### src/rtl/lcd_bus_arbiter_if.sv
// Shared-LCD arbitration bundle: two requesters' request/LCD lines in,
// grants, the muxed LCD bus and status out.
//   master : requester side (drives REQx and LCD lines, observes grants/bus/status)
//   slave  : arbiter side   (observes requests/lines, drives grants/bus/status)
interface lcd_bus_arbiter_if;
    logic       REQ0;
    logic       REQ1;
    logic       E0;
    logic       RS0;
    logic       RW0;
    logic [7:0] DATA0;
    logic       E1;
    logic       RS1;
    logic       RW1;
    logic [7:0] DATA1;
    logic       GNT0;
    logic       GNT1;
    logic       TLCD_E;
    logic       TLCD_RS;
    logic       TLCD_RW;
    logic [7:0] TLCD_DATA;
    logic       BUSY;
    logic       TIMEOUT_ERR;

    modport master (
        output REQ0, REQ1, E0, RS0, RW0, DATA0, E1, RS1, RW1, DATA1,
        input  GNT0, GNT1, TLCD_E, TLCD_RS, TLCD_RW, TLCD_DATA, BUSY, TIMEOUT_ERR
    );

    modport slave (
        input  REQ0, REQ1, E0, RS0, RW0, DATA0, E1, RS1, RW1, DATA1,
        output GNT0, GNT1, TLCD_E, TLCD_RS, TLCD_RW, TLCD_DATA, BUSY, TIMEOUT_ERR
    );
endinterface

### src/rtl/lcd_bus_arbiter.sv
// Two-requester arbiter for a shared character-LCD bus.
// Grants one requester at a time, holds while its request stays high, then
// inserts GAP_CYCLES idle cycles before the next grant. A grant held for
// TIMEOUT_CYCLES cycles is revoked, sets a sticky TIMEOUT_ERR and locks that
// requester out until it drops its request.
// Optional feature: define ARB_ROUND_ROBIN_EN for round-robin on contention
// (default build: fixed priority to requester 0).
// Ports:
//   CLK    : clock, rising edge
//   RESETN : asynchronous active-low reset
//   bus    : lcd_bus_arbiter_if.slave (REQx, Ex/RSx/RWx/DATAx in;
//            GNTx, TLCD_*, BUSY, TIMEOUT_ERR out)
module lcd_bus_arbiter #(
    parameter int unsigned GAP_CYCLES     = 4,
    parameter int unsigned TIMEOUT_CYCLES = 100000
) (
    input logic              CLK,
    input logic              RESETN,
    lcd_bus_arbiter_if.slave bus
);
    localparam int unsigned      HoldW    = 20;
    localparam int unsigned      GapW     = 8;
    localparam logic [HoldW-1:0] HoldLast = HoldW'(TIMEOUT_CYCLES - 1);
    localparam logic [GapW-1:0]  GapLast  = GapW'(GAP_CYCLES - 1);

    typedef enum logic [1:0] {StIdle, StGrant0, StGrant1, StGap} state_e;

    state_e           state_q, state_d;
    logic [HoldW-1:0] hold_q, hold_d;
    logic [GapW-1:0]  gap_q, gap_d;
    logic             lock0_q, lock0_d;
    logic             lock1_q, lock1_d;
    logic             err_q, err_d;
    logic             gnt0_q, gnt0_d;
    logic             gnt1_q, gnt1_d;
    logic             elig0, elig1;
`ifdef ARB_ROUND_ROBIN_EN
    logic             last_q, last_d;  // requester that won the most recent grant
`endif

    assign elig0 = bus.REQ0 & ~lock0_q;
    assign elig1 = bus.REQ1 & ~lock1_q;

    always_comb begin
        state_d = state_q;
        hold_d  = '0;
        gap_d   = '0;
        // A lockout lasts until the locked requester is seen with REQ low.
        lock0_d = lock0_q & bus.REQ0;
        lock1_d = lock1_q & bus.REQ1;
        err_d   = err_q;
`ifdef ARB_ROUND_ROBIN_EN
        last_d  = last_q;
`endif
        unique case (state_q)
            StIdle: begin
`ifdef ARB_ROUND_ROBIN_EN
                if (elig0 && elig1) begin
                    state_d = last_q ? StGrant0 : StGrant1;
                    last_d  = ~last_q;
                end else if (elig0) begin
                    state_d = StGrant0;
                    last_d  = 1'b0;
                end else if (elig1) begin
                    state_d = StGrant1;
                    last_d  = 1'b1;
                end
`else
                if (elig0) begin
                    state_d = StGrant0;
                end else if (elig1) begin
                    state_d = StGrant1;
                end
`endif
            end
            StGrant0: begin
                // Release wins over timeout when both happen in the same cycle.
                if (!bus.REQ0) begin
                    state_d = StGap;
                end else if (hold_q == HoldLast) begin
                    state_d = StGap;
                    lock0_d = 1'b1;
                    err_d   = 1'b1;
                end else begin
                    hold_d = hold_q + 1'b1;
                end
            end
            StGrant1: begin
                if (!bus.REQ1) begin
                    state_d = StGap;
                end else if (hold_q == HoldLast) begin
                    state_d = StGap;
                    lock1_d = 1'b1;
                    err_d   = 1'b1;
                end else begin
                    hold_d = hold_q + 1'b1;
                end
            end
            StGap: begin
                if (gap_q == GapLast) begin
                    state_d = StIdle;
                end else begin
                    gap_d = gap_q + 1'b1;
                end
            end
            default: state_d = StIdle;
        endcase
        gnt0_d = (state_d == StGrant0);
        gnt1_d = (state_d == StGrant1);
    end

    always_ff @(posedge CLK or negedge RESETN) begin
        if (!RESETN) begin
            state_q <= StIdle;
            hold_q  <= '0;
            gap_q   <= '0;
            lock0_q <= 1'b0;
            lock1_q <= 1'b0;
            err_q   <= 1'b0;
            gnt0_q  <= 1'b0;
            gnt1_q  <= 1'b0;
        end else begin
            state_q <= state_d;
            hold_q  <= hold_d;
            gap_q   <= gap_d;
            lock0_q <= lock0_d;
            lock1_q <= lock1_d;
            err_q   <= err_d;
            gnt0_q  <= gnt0_d;
            gnt1_q  <= gnt1_d;
        end
    end

`ifdef ARB_ROUND_ROBIN_EN
    // Reset to 1 so the first contention goes to requester 0.
    always_ff @(posedge CLK or negedge RESETN) begin
        if (!RESETN) begin
            last_q <= 1'b1;
        end else begin
            last_q <= last_d;
        end
    end
`endif

    assign bus.GNT0        = gnt0_q;
    assign bus.GNT1        = gnt1_q;
    assign bus.BUSY        = (state_q != StIdle);
    assign bus.TIMEOUT_ERR = err_q;

    // Bus mux keyed on the registered grants; parked at zero with no grant.
    always_comb begin
        bus.TLCD_E    = 1'b0;
        bus.TLCD_RS   = 1'b0;
        bus.TLCD_RW   = 1'b0;
        bus.TLCD_DATA = 8'h00;
        if (gnt0_q) begin
            bus.TLCD_E    = bus.E0;
            bus.TLCD_RS   = bus.RS0;
            bus.TLCD_RW   = bus.RW0;
            bus.TLCD_DATA = bus.DATA0;
        end else if (gnt1_q) begin
            bus.TLCD_E    = bus.E1;
            bus.TLCD_RS   = bus.RS1;
            bus.TLCD_RW   = bus.RW1;
            bus.TLCD_DATA = bus.DATA1;
        end
    end
endmodule

### src/flat_wrapper.sv
// flat-port wrapper written by rule: the top's interface ports become plain ports
module lcd_bus_arbiter_flat 
#(
    parameter int unsigned GAP_CYCLES     = 4,
    parameter int unsigned TIMEOUT_CYCLES = 100000
)
  (CLK, RESETN, bus_REQ0, bus_REQ1, bus_E0, bus_RS0, bus_RW0, bus_DATA0, bus_E1, bus_RS1, bus_RW1, bus_DATA1, bus_GNT0, bus_GNT1, bus_TLCD_E, bus_TLCD_RS, bus_TLCD_RW, bus_TLCD_DATA, bus_BUSY, bus_TIMEOUT_ERR);
  lcd_bus_arbiter_if bus_i ();
  input logic CLK;
  input logic RESETN;
  input wire logic [$bits(bus_i.REQ0)-1:0] bus_REQ0;
  input wire logic [$bits(bus_i.REQ1)-1:0] bus_REQ1;
  input wire logic [$bits(bus_i.E0)-1:0] bus_E0;
  input wire logic [$bits(bus_i.RS0)-1:0] bus_RS0;
  input wire logic [$bits(bus_i.RW0)-1:0] bus_RW0;
  input wire logic [$bits(bus_i.DATA0)-1:0] bus_DATA0;
  input wire logic [$bits(bus_i.E1)-1:0] bus_E1;
  input wire logic [$bits(bus_i.RS1)-1:0] bus_RS1;
  input wire logic [$bits(bus_i.RW1)-1:0] bus_RW1;
  input wire logic [$bits(bus_i.DATA1)-1:0] bus_DATA1;
  output wire logic [$bits(bus_i.GNT0)-1:0] bus_GNT0;
  output wire logic [$bits(bus_i.GNT1)-1:0] bus_GNT1;
  output wire logic [$bits(bus_i.TLCD_E)-1:0] bus_TLCD_E;
  output wire logic [$bits(bus_i.TLCD_RS)-1:0] bus_TLCD_RS;
  output wire logic [$bits(bus_i.TLCD_RW)-1:0] bus_TLCD_RW;
  output wire logic [$bits(bus_i.TLCD_DATA)-1:0] bus_TLCD_DATA;
  output wire logic [$bits(bus_i.BUSY)-1:0] bus_BUSY;
  output wire logic [$bits(bus_i.TIMEOUT_ERR)-1:0] bus_TIMEOUT_ERR;
  assign bus_i.REQ0 = bus_REQ0;
  assign bus_i.REQ1 = bus_REQ1;
  assign bus_i.E0 = bus_E0;
  assign bus_i.RS0 = bus_RS0;
  assign bus_i.RW0 = bus_RW0;
  assign bus_i.DATA0 = bus_DATA0;
  assign bus_i.E1 = bus_E1;
  assign bus_i.RS1 = bus_RS1;
  assign bus_i.RW1 = bus_RW1;
  assign bus_i.DATA1 = bus_DATA1;
  assign bus_GNT0 = bus_i.GNT0;
  assign bus_GNT1 = bus_i.GNT1;
  assign bus_TLCD_E = bus_i.TLCD_E;
  assign bus_TLCD_RS = bus_i.TLCD_RS;
  assign bus_TLCD_RW = bus_i.TLCD_RW;
  assign bus_TLCD_DATA = bus_i.TLCD_DATA;
  assign bus_BUSY = bus_i.BUSY;
  assign bus_TIMEOUT_ERR = bus_i.TIMEOUT_ERR;
  lcd_bus_arbiter #(.GAP_CYCLES(GAP_CYCLES), .TIMEOUT_CYCLES(TIMEOUT_CYCLES)) u_core (.CLK(CLK), .RESETN(RESETN), .bus(bus_i));
endmodule
### config.mk
export PLATFORM = sky130hd
export DESIGN_NAME = lcd_bus_arbiter_flat
export DESIGN_NICKNAME = d
export VERILOG_FILES = /design/src/rtl/lcd_bus_arbiter_if.sv /design/src/rtl/lcd_bus_arbiter.sv /design/src/flat_wrapper.sv
export SDC_FILE = /design/constraint.sdc
export NUM_CORES = 1
export LEC_CHECK = 0
export ABC_AREA = 1
export CORE_MARGIN = 5
export CORE_UTILIZATION = 48
export CTS_BUF_LIST = sky130_fd_sc_hd__clkbuf_8
export CTS_CLUSTER_DIAMETER = 150
export DETAILED_ROUTE_END_ITERATION = 8
export PLACE_DENSITY_LB_ADDON = 0.1
export SYNTH_ARGS = -nofsm -noshare
export SYNTH_HDL_FRONTEND = slang
export SYNTH_SLANG_ARGS = --single-unit
export TNS_END_PERCENT = 100
### constraint.sdc
create_clock -name CLK -period 1.42 [get_ports CLK]
set_input_delay 0.355 -clock CLK [delete_from_list [all_inputs] [get_ports CLK]]
set_output_delay 0.355 -clock CLK [all_outputs]
set_load 0.1 [all_outputs]
==> results.toml, run 1 <==
[sta]
period_share_pct = 132
fin_ws_ns = -0.454
finalSetupTns_ns = -11.53
finalCriticalPeriod_ns = 1.87
setup_viol = 46
drv_slew = 0
worstMarginPinSlew_ns = 0.371
slew_headroom_pct = 75.2
hold_viol_final = 0
fin_skew_ns = 0.00473
fmax_mhz = 534
rsz0062_at_grt = "true"

[route]
wirelength_mm = 10.6
drtIter0Drc = 337
ant_nets = 0
vias_per_cell = 6.18
dr.pass1.iters = 5
vias = 2696
wl_per_cell_um = 24.4
drc = 0

[synthesis]
synth-xor-area-share_pct = 0.841
synth_compound_area_share_pct = 8.23
synth-seq-cells = 35
yosysWarnings = 0
muxShareOfSynthArea_pct = 0
synthesis.area_mm2 = 0.00208
syn_avg_cell_area_um2 = 7.49
yosysSeqAreaShare_pct = 42.0
syn_inst = 278
syn_nets = 311
yosysUniqueCellTypes = 29
yosys.area_share.simple_pct = 36.2
synth-adder-area-share_pct = 4.20
synth_top_family_by_area = "simple AND/OR/NAND/NOR gates"

[clocking]
cts-htree-levels = 2
clkSinkCount = 35
holdBufCountCts = 0
cts_tree = "done"
cts_buffers = 5
clk_pin_slew_ns = 0.08
clock_path_buffers = 2
insertion_delay_ns = 0.31
clock-root-buffer = "clkbuf_8"

[die]
die_h_um = 75.9
initial_utilization_pct = 48.5
num_rows = 24
coreArea_mm2 = 0.00429
io_pins = 41
dieArea_mm2 = 0.00576
fp.dieW_um = 75.9

[hold_path]
min_path_type = "input pin to asynchronous set/reset pin"

[pwr]
clkPwrFrac_pct = 13.6
p_sw_share_pct = 49.9
intPower_mw = 3.56
p_sw_mw = 3.55
p_per_area_mw_per_mm2 = 1730
leakagePower_nw = 1.73
combPwrFrac_pct = 68.8
vdd_drop_max_mv = 0.966
seq_power_share_pct = 17.6

[finish]
fillers = 94
syn_to_final_growth_pct = 97.5
layout-drive-gt1-share_pct = 56.3
final_common_cell = "buf_4"
layout.cells.non_filler = 436
final_cell_mix = "43 x buf_4, 32 x dfrtp_1, 29 x nand2_1"
fin_area_mm2 = 0.00412
insertedDiodeCount = 0
post-route-util_pct = 95.8
nNetsFinal = 416

[grt]
grt_usage_pct = 26.8
grt_pass1_wl_mm = 11.4
grt_overflow = 0
grt_pass1_vias = 2347
grt_max_degree = 36
use_met3_pct = 6.60
antenna_found_initial = 0
top_usage_layer = "met2"
grt_use_met1_pct = 29.4
grtUsageMet2_pct = 48.8

[worst_setup_path]
cp_slowest_cell = "dfrtp_1"
cp-start-kind = "flip-flop"
crit_type = "flip-flop to flip-flop"
cp_cell_sequence = "nor2_1, nand2_1, nor2_2, nand3_4, nand3_4, clkinvlp_4, o21ai_1, nor2_1"
end_kind = "flip-flop"
worstPathArrival_ns = 2.06
worstPathRequired_ns = 1.61
slowest_delay_ns = 0.44
cp_max_fo = 5
regToRegSetupSlack_ns = -0.45

[placed_design]
placed_area_mm2 = 0.00322
dp_slack_ns = -0.332
place_congestion = 0.871
place_hpwl_mm = 4.34
port_buffers = 40
placed_cells = 401

[flow_run]
max_cap_viol_count = 0

[run_status]
violations = "negative setup slack"
status = "finished, violations left"
-- what timing repair did --
item / CTS / global route
gates cloned: 3 / 0
buffers inserted: 10 / 15
pin swaps: 21 / 34
setup endpoints to repair: 39 / 42
resized for setup: 71 / 72
-- kinds of logic after synthesis --
group           count (synthesis)
buf+inv                        46
flops                          35
compound gates                 32
simple gates                  156
xor+xnor                        2
fa+ha+maj                       7
-- cells in the mapped netlist (all sizes together) --
cell type,count,area (µm²)
a31oi,3,18.8
nor3b,3,22.5
and3,3,18.8
or2,1,6.26
nand3,24,135
a31o,1,8.76
a21oi,15,75.1
clkbuf,3,11.3
o21ai,13,68.8
inv,42,158
nand2,72,288
nor2,38,185
ha,7,87.6
nand4,1,6.26
nor4,1,6.26
xor2,2,17.5
nor3,13,86.3
dfrtp,35,876
buf,1,7.51
-- registers in the layout (all words and copies together) (netlist names) --
register and flops:
u_core.bus.GNT0 1, u_core.bus.GNT1 1, u_core.bus.TIMEOUT_ERR 1, u_core.gap_q 8, u_core.hold_q 20, u_core.lock0_q 1, u_core.lock1_q 1, u_core.state_q 2
-- layer usage --
layer | wire, µm | share of wire [%]
met3 | 955 | 9.0
met1 | 3590 | 34
met2 | 5270 | 50
met4 | 822 | 7.7
met5 | 0 | 0
-- area by class of cell --
cell class / count / area [µm²] / share of cell area (%)
timing repair inverter: 1 / 7.51 / 0.182
clock buffer: 5 / 68.8 / 1.67
sequential: 35 / 885 / 21.5
inverter: 42 / 179 / 4.35
timing repair buffer: 101 / 1140 / 27.6
clock inverter: 3 / 47.5 / 1.16
multi-input combinational: 197 / 1730 / 41.9
tap: 52 / 65.1 / 1.58
-- worst paths after layout --
check	startpoint	to	cells past startpoint
min in group CLK	bus_REQ0	u_core.state_q[1]	4
max reg2reg	u_core.hold_q[6]	u_core.hold_q[19]	8
min reg2reg	u_core.bus.TIMEOUT_ERR	u_core.bus.TIMEOUT_ERR	1
max in group asynchronous	RESETN	u_core.bus.GNT0	2
min	RESETN	u_core.bus.GNT1	2
max	u_core.hold_q[6]	u_core.hold_q[19]	8
-- worst max-delay path, delay by kind of cell (launching register included) --
kind / cells / cell delay, ns
buffers and inverters: 1 / 0.20
AO/OA/AOI/OAI: 1 / 0.16
AND/OR/NAND/NOR: 6 / 0.94
flip-flops: 1 / 0.44
-- power by group through the flow --
stage | clock network (mW) | logic, mW | registers [mW]
floorplan | 0 | 2.08 | 1.36
global placement | 0 | 3.42 | 1.24
detailed placement | 0 | 3.48 | 1.24
CTS | 0.961 | 4.29 | 1.23
global route | 1.01 | 5.06 | 1.26
finish | 0.969 | 4.90 | 1.25
-- per-stage QoR --
| step | power (mW) | hold WS (ns) |
|---|---|---|
| finish | 7.12 | 0.426 |
| floorplan | 3.45 | 0.0594 |
| detailed placement | 4.72 | 0.461 |
| global placement | 4.66 | 0.436 |
| global route | 7.32 | 0.444 |
| CTS | 6.47 | 0.427 |
Power figures use the tool's default switching activity.
==> run 2: changes to the inputs <==
--- a/config.mk
+++ b/config.mk
@@ -12,7 +12,8 @@
 export CTS_CLUSTER_DIAMETER = 150
 export DETAILED_ROUTE_END_ITERATION = 8
 export PLACE_DENSITY_LB_ADDON = 0.1
+export SKIP_CTS_REPAIR_TIMING = 1
 export SYNTH_ARGS = -nofsm -noshare
 export SYNTH_HDL_FRONTEND = slang
 export SYNTH_SLANG_ARGS = --single-unit
-export TNS_END_PERCENT = 100
+export TNS_END_PERCENT = 5
==> constraint.sdc (replaced) <==
create_clock -name CLK -period 1.42 [get_ports CLK]
set_input_delay 0.142 -clock CLK [delete_from_list [all_inputs] [get_ports CLK]]
set_output_delay 0.142 -clock CLK [all_outputs]
set_load 0.1 [all_outputs]
==> results.toml, run 2 (synthesized netlist as in run 1, its figures left out) <==
[run_status]
status = "finished, violations left"
violations = "negative setup slack"

[worst_setup_path]
crit_path_frequent_cell = "nand3_2"
reg2reg_from = "u_core.hold_q[0]"
regToRegSetupSlack_ns = -0.15
critPathTopFamily = "simple AND/OR/NAND/NOR gates"
cp_slowest_cell = "dfrtp_1"
reg2reg_depth = 9
path_buf_inv = 2
regToRegEndpoint = "u_core.hold_q[17]"
cp.depth = 9
cp_cell_sequence = "ha_4, nand3_1, nor2_2, nand3_2, nand3_2, inv_2, buf_4, o21ai_2, nor2_1"
cp_max_fo = 5
slowest_delay_ns = 0.40
crit_type = "flip-flop to flip-flop"
cp-start-kind = "flip-flop"
worstPathRequired_ns = 1.60
worstPathArrival_ns = 1.75
end_kind = "flip-flop"

[die]
coreArea_mm2 = 0.00429
num_rows = 24
io_pins = 41
dieArea_mm2 = 0.00576
fp.dieW_um = 75.9
die_h_um = 75.9
initial_utilization_pct = 48.5

[sta]
holdWs_ns = 0.217
rsz0062_at_grt = "true"
slew_headroom_pct = 79.4
worstMarginPinSlew_ns = 0.306
finalCriticalPeriod_ns = 1.57
fin_ws_ns = -0.152
period_share_pct = 111
hold_viol_final = 0
fin_skew_ns = 0.00700
finalSetupTns_ns = -1.95
fmax_mhz = 636
drv_slew = 0
setup_viol = 32

[clocking]
clock_path_buffers = 2
clkSinkCount = 35
clk_pin_slew_ns = 0.08
clock-root-buffer = "clkbuf_8"
cts_buffers = 5
insertion_delay_ns = 0.29
cts-htree-levels = 2
cts_tree = "done"

[finish]
largest_register_ff_count = 20
layout.cells.non_filler = 412
layout-drive-gt1-share_pct = 38.6
top_regs = "u_core.hold_q x20, u_core.gap_q x8, u_core.state_q x2"
fin_area_mm2 = 0.00332
post-route-util_pct = 77.3
nNetsFinal = 392
insertedDiodeCount = 0
final_cell_mix = "50 x nand2_1, 33 x buf_4, 33 x dfrtp_1"
final_common_cell = "nand2_1"
top_register = "u_core.hold_q"
syn_to_final_growth_pct = 59.3

[flow_run]
max_cap_viol_count = 0

[pwr]
leakagePower_nw = 1.49
p_sw_mw = 2.65
p_sw_share_pct = 47.9
seq_power_share_pct = 22.2
clkPwrFrac_pct = 14.7
combPwrFrac_pct = 63.1
vdd_drop_max_mv = 0.732
p_per_area_mw_per_mm2 = 1670
intPower_mw = 2.88
total_power_mw = 5.54

[placed_design]
placed_area_mm2 = 0.00304
place_hpwl_mm = 4.10
place_congestion = 0.806
placed_cells = 400
dp_slack_ns = -0.104
port_buffers = 40

[route]
dr.pass1.iters = 4
drtIter0Drc = 82
ant_nets = 0
wirelength_mm = 5.67
wl_per_cell_um = 13.8
vias_per_cell = 5.04
drc = 0
vias = 2075

[grt]
grt_pass1_vias = 1896
grt_pass1_wl_mm = 8.76
antenna_found_initial = 0
grt_usage_pct = 19.9
grt_overflow = 0
grt_max_degree = 36

[hold_path]
min_path_type = "input pin to asynchronous set/reset pin"
-- run 2: worst max path at each step --
stage	end	slack [ns]	from
2_1_floorplan	bus_TLCD_DATA[0]	-0.009	u_core.bus.GNT0
3_3_place_gp	u_core.hold_q[2]	-0.05	u_core.state_q[0]
3_5_place_dp	u_core.hold_q[2]	-0.10	u_core.hold_q[0]
4_1_cts	u_core.hold_q[7]	-0.11	u_core.hold_q[0]
5_1_grt	u_core.hold_q[17]	-0.21	u_core.state_q[0]
6_report	u_core.hold_q[17]	-0.15	u_core.hold_q[0]
-- run 2: power groups by stage --
| stage | Sequential (mW) | Combinational, mW | Clock (mW) |
|---|---|---|---|
| 6_report | 1.23 | 3.49 | 0.816 |
| 5_1_grt | 1.24 | 3.68 | 0.877 |
| 4_1_cts | 1.20 | 3.26 | 0.832 |
| 3_5_place_dp | 1.22 | 3.25 | 0 |
| 3_3_place_gp | 1.21 | 3.22 | 0 |
| 2_1_floorplan | 1.36 | 1.80 | 0 |
-- run 2: layout make-up --
| class | count | area (µm²) |
|---|---|---|
| Multi-Input combinational cell | 197 | 1250 |
| Fill cell | 298 | 976 |
| Sequential cell | 35 | 883 |
| Timing Repair Buffer | 77 | 852 |
| Inverter | 42 | 158 |
| Clock buffer | 7 | 96.3 |
| Tap cell | 52 | 65.1 |
| Clock inverter | 1 | 7.51 |
| Timing Repair inverter | 1 | 7.51 |
-- run 2: layer usage --
| metal | vias up | global-route usage, % | share of wire, % |
|---|---|---|---|
| met5 | - | 0 | 0 |
| met4 | 0 | 5.24 | 1.0 |
| met3 | 5 | 4.35 | 5.9 |
| met2 | 55 | 31.5 | 50 |
| met1 | 972 | 27.6 | 43 |
| li1 | 1043 | - | - |
==> variant: new RTL, settings of run 1 <==
Build with the macro `ARB_ROUND_ROBIN_EN` defined.
--- a/src/rtl/lcd_bus_arbiter.sv
+++ b/src/rtl/lcd_bus_arbiter.sv
@@ -11,4 +11,6 @@
 //   bus    : lcd_bus_arbiter_if.slave (REQx, Ex/RSx/RWx/DATAx in;
 //            GNTx, TLCD_*, BUSY, TIMEOUT_ERR out)
+`define ARB_ROUND_ROBIN_EN
+
 module lcd_bus_arbiter #(
     parameter int unsigned GAP_CYCLES     = 4,
Behaviour: not the same (a bounded check fails within 10 cycles, from zero or initial values and one cycle with RESETN low).
==> variant against run 1 <==
  * Synthesized area increased by 1.4%
  * The run now fails in global routing
==> variant: results <==
metrics = {
    "outcome": {
        "run_status": "did not finish",
        "lastStage": "global routing",
        "error": "[ERROR DPL-0038] Utilization greater than 100%, impossible to legalize",
    },
    "synth": {
        "yosys-top-cells-area": "dfrtp_1, nand2_1, nor2_1",
        "yosysUniqueCellTypes": 32,
        "ys_warn_count": 0,
        "syn_nets": 320,
        "ys_seq_elements": 36,
        "async_reset_ff_frac": 1.00,
        "synth_commonest_cells": "nand2_1, nor2_1, dfrtp_1, inv_1, nand3_1",
        "synthFlopType": "dfrtp_1",
        "synth-seq-area-share": 0.427,
    },
    "placement": {
        "place_hpwl_mm": 4.49,
        "port_buffers": 40,
        "gp_congestion": 0.867,
    },
    "clocking": {
        "root_buffer": "clkbuf_8",
        "clockBufferDepth": 2,
        "cts_buffers": 5,
        "htreeDepth": 2,
    },
    "timing": {
        "endpoint_type": "primary output",
        "crit_endpoint": "bus_TLCD_DATA[5]",
    },
    "global_routing": {
        "grt_max_degree": 19,
    },
}
## variant: cells by family after synthesis
family / after synthesis / synth area share
flip-flops: 36 / 0.427
adder cells (fa/ha/maj): 6 / 0.0355
AND/OR/NAND/NOR: 165 / 0.352
XOR/XNOR: 6 / 0.0249
buffers and inverters: 44 / 0.0799
AO/OA/AOI/OAI: 31 / 0.0811
## variant: repair_timing
| action | 4_1_cts |
|---|---|
| resized for setup | 87 |
| setup buffers | 14 |
| pin swaps | 33 |
| endpoints found under the hold margin | 9 |
| endpoints found under the setup margin | 40 |
| gates cloned | 1 |
| hold buffers | 1 |
## variant: per-stage QoR
stage          worst slack (ps)  area, um2  utilization  hold slack, ps  std cells
2_1_floorplan              -122       2390            -            59.4        288
3_3_place_gp               -370       3340        0.773             250        422
3_5_place_dp               -426       3340        0.773             252        422
4_1_cts                    -301       3960        0.916             461        446
